<file path="config.mk">
export PLATFORM = sky130hd
export DESIGN_NAME = commit_trace_buffer
export DESIGN_NICKNAME = d
export VERILOG_FILES = /design/src/rtl/trace_pkg.sv /design/src/rtl/trace_ram.sv /design/src/rtl/commit_trace_buffer.sv
export SDC_FILE = /design/constraint.sdc
export NUM_CORES = 1
export LEC_CHECK = 0
export ABC_CLOCK_PERIOD_IN_PS = 14400
export BUFFER_PORTS_ARGS = -buffer_cell sky130_fd_sc_hd__buf_2
export CORE_MARGIN = 2
export CORE_UTILIZATION = 55
export CTS_CLUSTER_DIAMETER = 200
export CTS_CLUSTER_SIZE = 24
export DETAILED_ROUTE_END_ITERATION = 8
export GPL_ROUTABILITY_DRIVEN = 0
export GPL_TIMING_DRIVEN = 0
export HOLD_SLACK_MARGIN = 0.02
export PLACE_DENSITY = 0.72
export SYNTH_ARGS = -nofsm -noshare
export SYNTH_HDL_FRONTEND = slang
export SYNTH_SLANG_ARGS = --single-unit
</file>
<file path="constraint.sdc">
create_clock -name clk -period 14.4 [get_ports clk]
set_input_delay 0.72 -clock clk [delete_from_list [all_inputs] [get_ports clk]]
set_output_delay 0.72 -clock clk [all_outputs]
set_load 0.005 [all_outputs]
</file>
<file path="src/rtl/trace_pkg.sv">
// Shared types and constants for the commit trace buffer.
// Optional build macro TRACE_CYCLE_STAMP_EN adds a 32-bit cycle stamp field
// to every record.
package trace_pkg;

    // Reference datapath width for the canonical record layout.
    localparam int unsigned TRACE_XLEN = 32;

    // Behaviour when a capture arrives while the buffer is full.
    localparam int unsigned TRACE_WRAP = 32'd1;  // overwrite oldest record
    localparam int unsigned TRACE_STOP = 32'd0;  // drop the newest record

`ifdef TRACE_CYCLE_STAMP_EN
    localparam int unsigned STAMP_W = 32;
`else
    localparam int unsigned STAMP_W = 0;
`endif

    // Canonical record layout, MSB first: pc, instr, rd, we, wdata, [stamp].
    typedef struct packed {
        logic [TRACE_XLEN-1:0] pc;
        logic [31:0]           instr;
        logic [4:0]            rd;
        logic                  we;
        logic [TRACE_XLEN-1:0] wdata;
`ifdef TRACE_CYCLE_STAMP_EN
        logic [31:0]           stamp;
`endif
    } trace_rec_t;

    // Packed record width for an arbitrary datapath width.
    function automatic int unsigned rec_width(input int unsigned xlen);
        return (32'd2 * xlen) + 32'd38 + STAMP_W;
    endfunction

endpackage

</file>
<file path="src/rtl/trace_ram.sv">
// Record storage for the commit trace buffer: DEPTH entries, one synchronous
// write port and one asynchronous read port. Contents have no reset, so they
// survive both rst_n and the synchronous clear.
module trace_ram #(
    parameter int unsigned DEPTH = 16,
    parameter int unsigned WIDTH = 102
) (
    input  logic                     clk,
    input  logic                     we_i,
    input  logic [$clog2(DEPTH)-1:0] waddr_i,
    input  logic [WIDTH-1:0]         wdata_i,
    input  logic [$clog2(DEPTH)-1:0] raddr_i,
    output logic [WIDTH-1:0]         rdata_o
);

    logic [WIDTH-1:0] mem_q [DEPTH];

    // Write one record per enabled rising edge.
    always_ff @(posedge clk) begin
        if (we_i) begin
            mem_q[waddr_i] <= wdata_i;
        end
    end

    assign rdata_o = mem_q[raddr_i];

endmodule

</file>
<file path="src/rtl/commit_trace_buffer.sv">
// Commit trace buffer: captures retired-instruction records into a circular
// buffer and presents the oldest one on a valid/ready read port.
// DEPTH must be a power of two and at least 2 so the pointers wrap naturally.
// Optional build macro TRACE_CYCLE_STAMP_EN adds a free-running cycle counter
// whose value is stored with each record and presented on rd_stamp.
module commit_trace_buffer
    import trace_pkg::*;
#(
    parameter int unsigned XLEN      = 32,
    parameter int unsigned DEPTH     = 16,
    parameter int unsigned WRAP_MODE = 32'd1
) (
    input  logic                     clk,
    input  logic                     rst_n,
    input  logic                     clear,
    input  logic                     cap_en,
    input  logic                     ret_valid,
    input  logic [XLEN-1:0]          ret_pc,
    input  logic [31:0]              ret_instr,
    input  logic [4:0]               ret_rd,
    input  logic [XLEN-1:0]          ret_wdata,
    input  logic                     ret_we,
    output logic                     rd_valid,
    input  logic                     rd_ready,
    output logic [XLEN-1:0]          rd_pc,
    output logic [31:0]              rd_instr,
    output logic [4:0]               rd_rd,
    output logic [XLEN-1:0]          rd_wdata,
    output logic                     rd_we,
`ifdef TRACE_CYCLE_STAMP_EN
    output logic [31:0]              rd_stamp,
`endif
    output logic [$clog2(DEPTH):0]   count,
    output logic                     overflow
);

    localparam int unsigned PW    = $clog2(DEPTH);
    localparam int unsigned CW    = $clog2(DEPTH) + 1;
    localparam int unsigned REC_W = rec_width(XLEN);
    localparam int unsigned S     = STAMP_W;

    // Field offsets inside the stored record (stamp occupies the low bits).
    localparam int unsigned OFF_WDATA = S;
    localparam int unsigned OFF_WE    = S + XLEN;
    localparam int unsigned OFF_RD    = S + XLEN + 1;
    localparam int unsigned OFF_INSTR = S + XLEN + 6;
    localparam int unsigned OFF_PC    = S + XLEN + 38;

    logic [PW-1:0]    wptr_q,  wptr_d;
    logic [PW-1:0]    rptr_q,  rptr_d;
    logic [CW-1:0]    count_q, count_d;
    logic             ovf_q,   ovf_d;
    logic             valid_q;

    logic             push_s;
    logic             pop_s;
    logic             full_s;
    logic             ram_we_s;
    logic             rec_we_s;
    logic [REC_W-1:0] wr_rec_s;
    logic [REC_W-1:0] rd_rec_s;

`ifdef TRACE_CYCLE_STAMP_EN
    logic [31:0]      cycle_q;

    // Free-running cycle counter; only rst_n restarts it, clear does not.
    always_ff @(posedge clk or negedge rst_n) begin
        if (!rst_n) begin
            cycle_q <= 32'd0;
        end else begin
            cycle_q <= cycle_q + 32'd1;
        end
    end
`endif

    // clear acts as the synchronous flush and blocks both push and pop.
    assign push_s   = ret_valid & cap_en & ~clear;
    assign pop_s    = valid_q & rd_ready & ~clear;
    assign full_s   = (count_q == CW'(DEPTH));

    // Writes to x0 are architecturally invisible, so never report them.
    assign rec_we_s = ret_we & (ret_rd != 5'd0);

`ifdef TRACE_CYCLE_STAMP_EN
    assign wr_rec_s = {ret_pc, ret_instr, ret_rd, rec_we_s, ret_wdata, cycle_q};
`else
    assign wr_rec_s = {ret_pc, ret_instr, ret_rd, rec_we_s, ret_wdata};
`endif

    // Pointer, occupancy and overflow bookkeeping for the next edge.
    always_comb begin
        wptr_d   = wptr_q;
        rptr_d   = rptr_q;
        count_d  = count_q;
        ovf_d    = ovf_q;
        ram_we_s = 1'b0;
        if (clear) begin
            wptr_d  = {PW{1'b0}};
            rptr_d  = {PW{1'b0}};
            count_d = {CW{1'b0}};
            ovf_d   = 1'b0;
        end else begin
            if (push_s && pop_s) begin
                // Pop frees a slot first, so even a full buffer keeps the
                // new record without loss and overflow is untouched.
                ram_we_s = 1'b1;
                wptr_d   = wptr_q + PW'(1);
                rptr_d   = rptr_q + PW'(1);
            end else if (push_s && !full_s) begin
                ram_we_s = 1'b1;
                wptr_d   = wptr_q + PW'(1);
                count_d  = count_q + CW'(1);
            end else if (push_s && (WRAP_MODE == TRACE_WRAP)) begin
                // Full: write over the oldest slot (wptr == rptr here).
                ram_we_s = 1'b1;
                wptr_d   = wptr_q + PW'(1);
                rptr_d   = rptr_q + PW'(1);
                ovf_d    = 1'b1;
            end else if (push_s) begin
                // Full in stop mode: the new record is discarded.
                ovf_d    = 1'b1;
            end else if (pop_s) begin
                rptr_d   = rptr_q + PW'(1);
                count_d  = count_q - CW'(1);
            end else begin
                count_d  = count_q;
            end
        end
    end

    // Bookkeeping registers; rst_n discards every held record immediately.
    always_ff @(posedge clk or negedge rst_n) begin
        if (!rst_n) begin
            wptr_q  <= {PW{1'b0}};
            rptr_q  <= {PW{1'b0}};
            count_q <= {CW{1'b0}};
            ovf_q   <= 1'b0;
            valid_q <= 1'b0;
        end else begin
            wptr_q  <= wptr_d;
            rptr_q  <= rptr_d;
            count_q <= count_d;
            ovf_q   <= ovf_d;
            valid_q <= (count_d != {CW{1'b0}});
        end
    end

    trace_ram #(
        .DEPTH (DEPTH),
        .WIDTH (REC_W)
    ) u_ram (
        .clk     (clk),
        .we_i    (ram_we_s),
        .waddr_i (wptr_q),
        .wdata_i (wr_rec_s),
        .raddr_i (rptr_q),
        .rdata_o (rd_rec_s)
    );

    assign rd_valid = valid_q;
    assign count    = count_q;
    assign overflow = ovf_q;
    assign rd_pc    = rd_rec_s[OFF_PC    +: XLEN];
    assign rd_instr = rd_rec_s[OFF_INSTR +: 32];
    assign rd_rd    = rd_rec_s[OFF_RD    +: 5];
    assign rd_we    = rd_rec_s[OFF_WE];
    assign rd_wdata = rd_rec_s[OFF_WDATA +: XLEN];
`ifdef TRACE_CYCLE_STAMP_EN
    assign rd_stamp = rd_rec_s[31:0];
`endif

endmodule
</file>
Word-level counts from Yosys, hierarchy flattened
Memories as Yosys holds them, arrays and structs flattened.
Cells that the tools add are included.
{"block": "word_totals", "ramBits": 1632, "register_bits": 15, "n_memories": 1, "output_inout_bits": 109}
{"name": "u_ram.mem_q", "depth": 16, "word_bits": 102, "read_ports": 1, "rd_clocked_by_memory_dff": 0, "write_ports": 1, "line": "trace_ram.sv:16", "text": "logic [WIDTH-1:0] mem_q [DEPTH];"}
{"block": "op_classes", "n_addsub": 4, "n_bitwise": 6, "n_reduce_logical": 10, "n_mux": 24, "n_eq_ne": 4}
{"operator": "$mux 4", "count": 9}
{"operator": "$mux 5", "count": 5}
{"operator": "$mux 1", "count": 10}
{"operator": "$reduce_bool 5->1", "count": 2}
{"operator": "$add 4x1->4 const B", "count": 2}
{"operator": "$reduce_bool 4->1", "count": 2}
{"operator": "$add 5x1->5 const B", "count": 1}
{"operator": "$and 1x1->1", "count": 5}
{"operator": "$eq 5x5->1 const B", "count": 1}
{"operator": "$sub 5x1->5 const B", "count": 1}
{"operator": "$ne 2x2->1 const B", "count": 2}
{"operator": "$ne 3x3->1 const B", "count": 1}
{"operator": "$reduce_and 3->1", "count": 1}
{"operator": "$logic_and 1x1->1", "count": 2}
{"operator": "$reduce_and 2->1", "count": 1}
{"operator": "$reduce_bool 2->1", "count": 1}
{"operator": "$logic_not 1->1", "count": 1}
{"operator": "$not 1->1", "count": 1}

Depth between registers and ports, before layout
{"block": "depth", "depth_word": 8, "mapped_depth": 7, "ltp_nobuf": 7}

Cells and area by module
Synthesis repeated with hierarchy kept, for this count alone.
{"block": "hier_totals", "cells_unflattened": 2599, "area_unflattened_um2": 61780.5}
{"module": "trace_ram", "cells_each": 2508, "n_inst": 1, "seq_area_each_um2": 49007.0, "area_each_um2": 60917.2}
{"module": "commit_trace_buffer", "cells_each": 91, "n_inst": 1, "seq_area_each_um2": 375.4, "area_each_um2": 863.3}

Worst setup path after synthesis
No wires, ideal clock.
{"block": "synth_timing", "path_kind": "input to register", "from": "input port clear", "to": "memory u_ram.mem_q[1][0] (enable)", "cell_stages": 4, "t_required_ns": 13.712, "t_arrival_ns": 8.048, "path_slack_ns": 5.664, "path_cell_list": "clkbuf_1 -> inv_1 -> nand3_1 -> nor3_1"}
{"block": "synth_via", "elab_chain_cells": 8}
{"item": "start: declaration", "line": "commit_trace_buffer.sv:15", "text": "input logic clear,"}
{"item": "$not 1->1", "line": "commit_trace_buffer.sv:77, commit_trace_buffer.sv:78"}
{"item": "$and 1x1->1", "line": "commit_trace_buffer.sv:77", "text": "assign push_s = ret_valid & cap_en & ~clear;"}
{"item": "$mux 1 / $logic_and 1x1->1 (equally long branches)", "line": "commit_trace_buffer.sv:113, commit_trace_buffer.sv:109"}
{"item": "$mux 1", "line": "commit_trace_buffer.sv:109", "text": "end else if (push_s && !full_s) begin"}
{"item": "$mux 1", "line": "commit_trace_buffer.sv:103", "text": "if (push_s && pop_s) begin"}
{"item": "$mux 1 (*)", "line": "commit_trace_buffer.sv:97", "text": "if (clear) begin"}
{"item": "$mux 1 (*)", "line": "trace_ram.sv:20", "text": "if (we_i) begin"}
{"item": "$mux 1 (not written as such) (*)", "line": "trace_ram.sv:21", "text": "mem_q[waddr_i] <= wdata_i;"}
{"item": "end: declaration", "line": "trace_ram.sv:16"}
Mark *: on every way between the ends. The rest lies on a longest branch, timed or not.

Worst setup path in the final report
{"block": "layout_timing", "from": "register rptr_q[1]", "to": "output port rd_wdata[2]"}
{"block": "layout_via", "elab_chain_cells": 1}
{"item": "start: declaration", "line": "commit_trace_buffer.sv:50", "text": "logic [PW-1:0] rptr_q, rptr_d;"}
{"item": "start signal: assignment", "line": "commit_trace_buffer.sv:135", "text": "rptr_q <= {PW{1'b0}};"}
{"item": "start signal: assignment", "line": "commit_trace_buffer.sv:141", "text": "rptr_q <= rptr_d;"}
{"item": "$mem_v2 16x102"}
{"item": "end: declaration", "line": "commit_trace_buffer.sv:28", "text": "output logic [XLEN-1:0] rd_wdata,"}
Every way passes these cells.

==> results.md <==
* Status: complete, no violations
* Number of synthesized flops with an enable pin at roughly 1,600
* Worst-path fanout max at 10
* Initial antenna violation count at 23
* DP Worst Slack at just over 10 ns
* Yosys cell types at 36
* Cell area after placement at 66,360 um^2
* Ys Warns at 0
* Mapped Cells at around 2,400
* Post-DP HPWL at between 80,000 and 90,000 um
* Via count at 27,970
* Tcrit/Tclk final at 33.36%
* Yosys top cell area share at between 70% and 80%
* Largest net degree at the start of global routing at 42
* Slew margin rel. at a little over a fifth
* Clock tree root driver cell: clkbuf_16
* CP Data Required Time at 13.68 ns
* Clock share of power at 24.1%
* First-pass GRT wire length at between 200,000 and 250,000 um
* Top-Level Pins at 217
* Area leader, netlist: edfxtp_1
* Placed insts at between 4,000 and 5,000
* Most frequent cells after synthesis: edfxtp_1 (1,632), mux4_2 (510), clkbuf_1 (52), buf_4 (31), dfrtp_1 (15)
* DRC at 0
* Worst Max-Slew Pin Slew at 1.178 ns
* Initial DRT Pass Iterations at 5
* Number of fill cells at about 7,400
* Area growth syn-to-layout at 10.11%
* Sequential cell area at ~49,000 um^2
* Cell area power density at between 100 and 150 nW/um^2
* Worst hold path class: in -> reg
* Combinational fraction of design power at 22.6%
* Synthesized Nets at ~2,500
* Layout cells sized above 1 at 34.45%
* Max Slew Vio Count at 0
* Seq pwr share at 53.2%
* Internal at 7.405 mW
* Peak supply drop at ~0.11 mV
* Achievable Freq at 208.2 MHz
* Per-cell routed wire length at 33.27 um
* Mapped Area at between 60,000 and 70,000 um^2
* Gr ovfl total at 0
* CP Capture Type: primary output
* Initial Util at between 50% and 60%
* Final Hold Viols at 0
* CP startpoint kind: register
* Syn avg cell area at approximately 26 um^2
* Most common cell in the netlist: edfxtp_1
* Multi-input gate area at approximately 12,000 um^2
* Hold WS at approximately 0.41 ns
* Util after Layout at 60.95%
* CTS tree: done
* Sw Pwr at about 2.5 mW
* RSZ-0062 raised after global routing: no
* Fin worst setup slack at 9.597 ns
* PortBufs at approximately 220
* Core area at around 110,000 um^2
* Max-cap violations at 0
* Asr flop ratio synth at less than 1%
* Number of vias per cell at roughly 6.6
* Initial DRC count at 3,847
* FP Rows at 123
* Worst skew pair latency at a little under 0.7 ns
* Post-route cell area at around 70,000 um^2
* Fin Setup TNS at 0 ns
* Clock slew at reported path FFs at about 0.10 ns
* Fin crit period at about 4.8 ns
* Synth area leaders: edfxtp_1 (79%), mux4_2 (18%), dfrtp_1 (0.60%), buf_4 (0.37%), clkbuf_1 (0.31%)
* Primary FF master, synth: edfxtp_1
* CTS-repair resized insts at 0
* Tot GR Track Use at between 20% and 30%
* Critical path class: reg -> out
* Post-Route WL at 141,600 um
* P_leak at ~21 nW
* Net count, final at ~2,900
* Switching share of total power at approximately a quarter
* CTS Buf Count at between 70 and 80
* Final setup violation count at 0
* Worst clock skew at between 0.04 and 0.05 ns
* Die Width at 340.3 um
* Clock sinks at roughly 1,600
* Worst Path Arrival at approximately 4 ns
* Final Total Pwr at between 9 and 10 mW
* DIE AREA at 115,800 um^2
* Vias in the first global route at about 29,000
* Synthesized flop and latch total at 1,647
* Max Root-Sink Buffers at 3
* Non-filler cells, final at ~4,300
* Post-detailed-route count of antenna-violating nets at 0
* H-tree depth at 3
* Register area share after synthesis at between 70% and 80%
* Die span in y at roughly 340 um
-- power by group through the flow --
stage | Clock, mW | Sequential [mW] | Combinational [mW]
6_report | 2.40 | 5.29 | 2.25
5_1_grt | 2.59 | 5.30 | 2.37
3_3_place_gp | 0 | 5.41 | 2.23
3_5_place_dp | 0 | 5.40 | 2.28
2_1_floorplan | 0 | 5.41 | 1.45
4_1_cts | 2.43 | 5.29 | 2.29
-- registers in the layout, indices dropped and copies added (netlist names) --
register,flops
count,5
overflow,1
rd_valid,1
rptr_q,4
u_ram.mem_q,1632
wptr_q,4
-- cell type report --
class | count | share of cell area, %
Timing Repair Buffer | 279 | 3.287
Inverter | 8 | 0.04385
Clock buffer | 96 | 3.042
Antenna cell | 4 | 0.01462
Multi-Input combinational cell | 601 | 17.76
Buffer | 120 | 0.9812
Clock inverter | 1 | 0.01644
Sequential cell | 1647 | 72.12
Tap cell | 1500 | 2.741
-- critical path: stages, from the launching register on --
cell and delay [ns]:
dfrtp_1 0.37, clkbuf_1 0.18, clkbuf_1 0.89, clkbuf_1 0.84
mux4_2 0.42, mux4_2 0.54, buf_2 0.16
-- worst paths after layout --
| kind | from | end | slack, ns | cells after the start |
|---|---|---|---|---|
| worst max-delay path | rptr_q[1] | rd_wdata[2] | 9.60 | 6 |
| worst min-delay path | ret_pc[16] | u_ram.mem_q[1][86] | 0.41 | 1 |
| worst max register to register | wptr_q[2] | u_ram.mem_q[3][39] | 11.43 | 5 |
| worst min register to register | overflow | overflow | 0.54 | 2 |
| max in group asynchronous | rst_n | count[1] | 13.58 | 2 |
| min in group asynchronous | rst_n | wptr_q[3] | 0.50 | 2 |
-- cells by family (layout without fill, tap and decap cells) --
logic type | after synthesis | count (layout) | share of synthesized area, %
DFF | 1647 | 1647 | 79.41
muxes | 513 | 513 | 18.53
buffers and inverters | 128 | 504 | 1.129
xor gates and xnor gates | 5 | 5 | 0.07043
AOI/OAI and AO/OA | 15 | 15 | 0.1710
other | 0 | 4 | 0
and+or+nand+nor | 61 | 61 | 0.5513
adders and majority gates | 7 | 7 | 0.1408
-- layer usage --
layer	global-route usage, %	up-vias	part of all wire [%]
li1	-	11040	-
met2	41.24	1468	51
met5	0	-	0.10
met4	5.204	22	2.0
met3	4.245	214	8.5
met1	34.26	15220	38
-- cell usage in the layout, fill, tap and decap left out, types with 3 or more instances in the layout --
| cell type | instances |
|---|---|
| buf_16 | 22 |
| inv_1 | 8 |
| nand4_1 | 3 |
| buf_4 | 34 |
| nand2_1 | 8 |
| buf_6 | 37 |
| and2_4 | 12 |
| ha_1 | 7 |
| nand3_1 | 5 |
| edfxtp_1 | 1632 |
| clkbuf_1 | 67 |
| a21oi_1 | 4 |
| buf_12 | 12 |
| nor2_4 | 3 |
| o21a_1 | 4 |
| mux4_2 | 510 |
| buf_2 | 227 |
| nor3_1 | 4 |
| nor2_1 | 12 |
| xor2_1 | 3 |
| diode_2 | 4 |
| buf_1 | 13 |
| dfrtp_1 | 15 |
| clkbuf_16 | 81 |
-- timing repair --
| action | in CTS | in global routing |
|---|---|---|
| hold buffers | 1 | 0 |
| endpoints found under the hold margin | 15 | 0 |
| setup buffers | 0 | 0 |
Power figures use the tool's default switching activity.
